**config.mk**
```make
export PLATFORM = sky130hd
export DESIGN_NAME = led_mode_sequencer
export DESIGN_NICKNAME = d
export VERILOG_FILES = /design/src/rtl/led_mode_sequencer_pkg.sv /design/src/rtl/led_mode_sequencer_button_debouncer.sv /design/src/rtl/led_mode_sequencer.sv
export SDC_FILE = /design/constraint.sdc
export NUM_CORES = 1
export LEC_CHECK = 0
export BUFFER_PORTS_ARGS = -buffer_cell sky130_fd_sc_hd__buf_2
export CAP_MARGIN = 20
export CORE_MARGIN = 2
export CORE_UTILIZATION = 45
export CTS_CLUSTER_SIZE = 10
export DETAILED_ROUTE_END_ITERATION = 7
export MAX_ROUTING_LAYER = met4
export PLACE_DENSITY_LB_ADDON = 0.2
export SETUP_SLACK_MARGIN = 0.02
export SKIP_LAST_GASP = 1
export SLEW_MARGIN = 20
export SYNTH_ARGS = -nofsm -noshare
export SYNTH_HDL_FRONTEND = slang
export SYNTH_HIERARCHICAL = 1
export SYNTH_SLANG_ARGS = --single-unit
```
**constraint.sdc**
```tcl
create_clock -name clock -period 3.06 [get_ports clock]
set_clock_uncertainty 0.15 [all_clocks]
set_input_delay 0.153 -clock clock [delete_from_list [all_inputs] [get_ports clock]]
set_output_delay 0.153 -clock clock [all_outputs]
set_load 0.02 [all_outputs]
```
**src/rtl/led_mode_sequencer_pkg.sv**
```systemverilog
// Shared constants for the LED mode sequencer.
// Mode encoding, per-mode seed patterns, LED width.
package led_mode_sequencer_pkg;

  localparam int LED_W = 8;

  typedef enum logic [1:0] {
    MODE_COUNT = 2'd0,
    MODE_SCAN  = 2'd1,
    MODE_BLINK = 2'd2,
    MODE_HOLD  = 2'd3
  } mode_e;

  typedef enum logic {
    DIR_LEFT  = 1'b0,
    DIR_RIGHT = 1'b1
  } dir_e;

  localparam logic [LED_W-1:0] INIT_COUNT = 8'h00;
  localparam logic [LED_W-1:0] INIT_SCAN  = 8'h01;
  localparam logic [LED_W-1:0] INIT_BLINK = 8'hFF;

  function automatic mode_e next_mode(input mode_e m);
    mode_e n;
    n = MODE_COUNT;
    unique case (m)
      MODE_COUNT: n = MODE_SCAN;
      MODE_SCAN:  n = MODE_BLINK;
      MODE_BLINK: n = MODE_HOLD;
      MODE_HOLD:  n = MODE_COUNT;
    endcase
    return n;
  endfunction

endpackage

```
**src/rtl/led_mode_sequencer_button_debouncer.sv**
```systemverilog
// Pushbutton conditioner: 2-flop sync, debounce, press pulse.
// Ports: clock, reset_n, button (active-low raw), press (1-cycle).
module button_debouncer #(
  parameter int DEBOUNCE_BITS = 16
) (
  input  logic clock,
  input  logic reset_n,
  input  logic button,
  output logic press
);

  localparam logic [DEBOUNCE_BITS-1:0] CNT_ONE =
    {{(DEBOUNCE_BITS-1){1'b0}}, 1'b1};

  logic                     sync1;
  logic                     sync2;
  logic                     level;
  logic [DEBOUNCE_BITS-1:0] cnt;

  always_ff @(posedge clock or negedge reset_n) begin
    if (!reset_n) begin
      sync1 <= 1'b1;
      sync2 <= 1'b1;
      level <= 1'b1;
      cnt   <= '0;
      press <= 1'b0;
    end else begin
      sync1 <= button;
      sync2 <= sync1;
      press <= 1'b0;
      if (sync2 != level) begin
        // all-ones here means this is the 2^N-th differing clock
        if (&cnt) begin
          level <= sync2;
          cnt   <= '0;
          press <= ~sync2;
        end else begin
          cnt <= cnt + CNT_ONE;
        end
      end else begin
        cnt <= '0;
      end
    end
  end

endmodule

```
**src/rtl/led_mode_sequencer.sv**
```systemverilog
// Button-driven LED pattern sequencer (COUNT/SCAN/BLINK/HOLD).
// Ports: clock, reset_n, button in; leds, mode, step out.
module led_mode_sequencer
  import led_mode_sequencer_pkg::*;
#(
  parameter int DEBOUNCE_BITS = 16,
  parameter int PRESCALE_BITS = 24
) (
  input  logic             clock,
  input  logic             reset_n,
  input  logic             button,
  output logic [LED_W-1:0] leds,
  output logic [1:0]       mode,
  output logic             step
);

  localparam logic [PRESCALE_BITS-1:0] PRE_ONE =
    {{(PRESCALE_BITS-1){1'b0}}, 1'b1};

  logic                     press;
  mode_e                    mode_q;
  dir_e                     dir;
  logic [LED_W-1:0]         pattern;
  logic [PRESCALE_BITS-1:0] pre;

  button_debouncer #(
    .DEBOUNCE_BITS(DEBOUNCE_BITS)
  ) u_btn (
    .clock  (clock),
    .reset_n(reset_n),
    .button (button),
    .press  (press)
  );

  assign step = &pre;
  assign mode = mode_q;

  always_ff @(posedge clock or negedge reset_n) begin
    if (!reset_n) begin
      mode_q  <= MODE_COUNT;
      dir     <= DIR_LEFT;
      pattern <= INIT_COUNT;
      pre     <= '0;
      leds    <= '1;
    end else begin
      leds <= ~pattern;
      if (press) begin
        // a press swallows any coincident step
        pre    <= '0;
        mode_q <= next_mode(mode_q);
        unique case (mode_q)
          MODE_COUNT: begin
            pattern <= INIT_SCAN;
            dir     <= DIR_LEFT;
          end
          MODE_SCAN:  pattern <= INIT_BLINK;
          MODE_BLINK: ;
          MODE_HOLD:  pattern <= INIT_COUNT;
        endcase
      end else begin
        pre <= pre + PRE_ONE;
        if (step) begin
          unique case (mode_q)
            MODE_COUNT: pattern <= pattern + 8'd1;
            MODE_SCAN: begin
              if (dir == DIR_LEFT) begin
                pattern <= pattern << 1;
                if (pattern == 8'h40) dir <= DIR_RIGHT;
              end else begin
                pattern <= pattern >> 1;
                if (pattern == 8'h02) dir <= DIR_LEFT;
              end
            end
            MODE_BLINK: pattern <= ~pattern;
            MODE_HOLD:  ;
          endcase
        end
      end
    end
  end

endmodule

```
==> impl_metrics.json <==
{
  "clockBufferDepth": 2,
  "route.detailed.drc": 0,
  "ys_top_cells_by_area": "dfrtp_1, dfstp_2, xor2_1",
  "synthCells": 346,
  "cp.required_ns": 2.76,
  "gr-total-overflow": 0,
  "antenna_found_initial": 0,
  "cellLeakagePower_nw": 1.523,
  "power.total_mw": 1.662,
  "cts_inserted_buffers": 9,
  "grt_pass1_vias": 2390,
  "yosysWarningCount": 6,
  "synth_most_common_cell": "dfrtp_1",
  "grt_start_max_net_pins": 64,
  "fin_crit_sh": 0.8942,
  "path_clk_slew_ns": 0.06,
  "fin_area_sq_um": 3711,
  "nets": 375,
  "io_pins": 14,
  "gp_congestion": 0.9571,
  "die_x_um": 90.03,
  "max_freq_mhz": 365.5,
  "min_path_type": "reg -> reg",
  "start_kind": "register",
  "whs_endpoint": "u_btn/sync2",
  "rrSetupSlack_ns": 0.58,
  "viasPerCell": 5.445,
  "worst_slack_ns": 0.3239,
  "layoutNonFillerInstCount": 467,
  "wl_per_cell_um": 14.02,
  "synth_xor_area_frac": 0.08678,
  "hold_start": "u_btn/sync1",
  "synth_compound_area_frac": 0.09654,
  "final_core_util": 0.5144,
  "netlist_area_sq_um": 3331,
  "vias": 2543,
  "synth_top_family_by_area": "simple AND/OR/NAND/NOR gates",
  "seq_area_frac_synth": 0.4775,
  "cp.arrival_ns": 2.43,
  "wl_mm": 6.546,
  "insertion_delay_ns": 0.35,
  "grt_pass1_wl_mm": 11.38,
  "dr.pass1.iters": 5,
  "dr.first_iter.drc_count": 155,
  "fin_tns_setup_ns": 0,
  "hold-worst-slack_ns": 0.2054,
  "synth_cell_types": 47,
  "dieArea_sq_um": 8105,
  "setup_violations": 0,
  "synthTopCellsByCount": "dfrtp_1, nor2_1, nand2_1",
  "dp_hpwl_mm": 4.200,
  "slew_viol_final": 0,
  "postSynth.asyncResetShare": 1.000,
  "rsz0062_at_grt": "no",
  "rows": 31,
  "gr-usage-all-layers": 0.1797,
  "yosys.area.top_type_share": 0.3907,
  "end_kind": "primary output",
  "period_needed_ns": 2.736,
  "dp.cells": 449,
  "die_h_um": 90.03,
  "syn_nets": 358,
  "max_slew_margin": 0.4917,
  "synth_edf_count": 0,
  "critPathKind": "reg -> out",
  "max_slew.worst_pin.slew_ns": 0.7625,
  "clock_sinks": 63,
  "power_per_cell_area_nw_per_um2": 447.9,
  "ir_drop_mv": 0.1896,
  "antenna_left": 0,
  "crit_fanout": 10,
  "hold_path_depth": 0,
  "yosys.area_share.simple": 0.2363,
  "worstReg2RegEnd": "pattern[4]",
  "maxCapViolations": 0,
  "htree_levels": 3,
  "pre_cts_ws_ns": 0.5919,
  "root_buffer": "clkbuf_8",
  "synth.ff_latch_count": 63,
  "synthMuxAreaShare": 0.02968,
  "dpl_cell_area_sq_um": 3478,
  "r2r_cells": 6,
  "initial_core_util": 0.4617,
  "drive_above_1_share": 0.1603,
  "hold_viol_final": 0,
  "fp.coreArea_sq_um": 7214,
  "avgSynthCellArea_sq_um": 9.626,
  "antenna_cells": 0,
  "synthAdderAreaFrac": 0.03381,
  "nFillCells": 685,
  "areaGrowthSynthToFinish_pct": 11.42,
  "place.port_buffers": 13,
  "cts_tree": "done",
  "yosysTopAreaCell": "dfrtp_1",
  "synth_top_flop_cell": "dfrtp_1",
  "reg2reg_from": "pre[0]",
  "status": "finished clean"
}
## metal layers
metal	vias up	routed length, um	global-route usage
met3	13	350	0.05113
met2	63	2885	0.2531
met5	-	0	-
li1	1245	-	-
met1	1222	3150	0.2395
met4	0	160	0.08590
## critical path: stages (launching register included)
cell and delay (ns):
dfrtp_1 0.40, ha_1 0.24, nand2_1 0.11, or4_4 0.59, nor4_4 0.35, buf_4 0.23, buf_2 0.18
## repair_timing
item | 4_1_cts | 5_1_grt
hold endpoints to repair | 53 | 0
buffers inserted | 0 | 0
gates resized for setup | 0 | 0
hold buffers | 2 | 0
## kinds of logic after synthesis
| family | count (synthesis) |
|---|---|
| and+or+nand+nor | 151 |
| DFF | 63 |
| AOI/OAI and AO/OA | 52 |
| xor gates and xnor gates | 33 |
| buffers and inverters | 29 |
| muxes | 9 |
| adders and majority gates | 9 |
## sequential cells by signal, indices dropped and copies added (netlist names)
signal	count
u_btn/sync1	1
dir	1
leds	8
pattern	8
pre	24
u_btn/cnt	16
u_btn/level	1
mode	2
u_btn/press	1
u_btn/sync2	1
## worst max path at each step
stage | depth (start not counted) | slack [ns] | endpoint | start
floorplan | 7 | 0.68 | pattern[3] | pre[0]
global placement | 6 | 0.63 | pattern[3] | pre[0]
detailed placement | 6 | 0.59 | pattern[4] | pre[0]
CTS | 6 | 0.32 | step | pre[0]
global route | 6 | 0.20 | step | pre[0]
finish | 6 | 0.32 | step | pre[0]
## power by group
part           leakage, nW  internal (mW)  switching, mW
registers            0.825          0.839        0.00355
clock network        0.102          0.456          0.333
logic                0.595        0.00791         0.0237
total                 1.52           1.30          0.360
## area by class of cell
cell class / count / area (sq um) / share of cell area
Multi-Input combinational cell: 254 / 1609 / 0.4336
Tap cell: 99 / 123.9 / 0.03338
Inverter: 16 / 60.06 / 0.01618
Sequential cell: 63 / 1590 / 0.4285
Clock inverter: 6 / 85.08 / 0.02293
Clock buffer: 10 / 127.6 / 0.03439
Timing Repair Buffer: 19 / 115.1 / 0.03102
## layout by cell type, fill, tap and decap left out, types with 2 or more instances in the layout
master,count
o22ai_1,5
o311ai_0,2
dfrtp_1,52
nand2b_1,3
a21oi_1,14
or2_2,2
mux2i_1,5
dfstp_2,11
xnor2_1,12
nor2_1,48
and4_1,4
buf_4,4
bufinv_16,2
ha_1,9
clkbuf_8,9
a31oi_1,4
mux2_2,3
and3_1,4
clkinv_2,2
nand4_1,15
or3_2,3
buf_2,13
or4_4,2
inv_1,16
clkinvlp_4,2
nor4_1,3
or3_1,5
xor2_1,21
o31ai_1,4
nor3_1,8
nand2_1,25
dlygate4sd3_1,2
nand3_1,21
o21ai_0,14
Note: power is estimated with default switching activity, not from simulation.
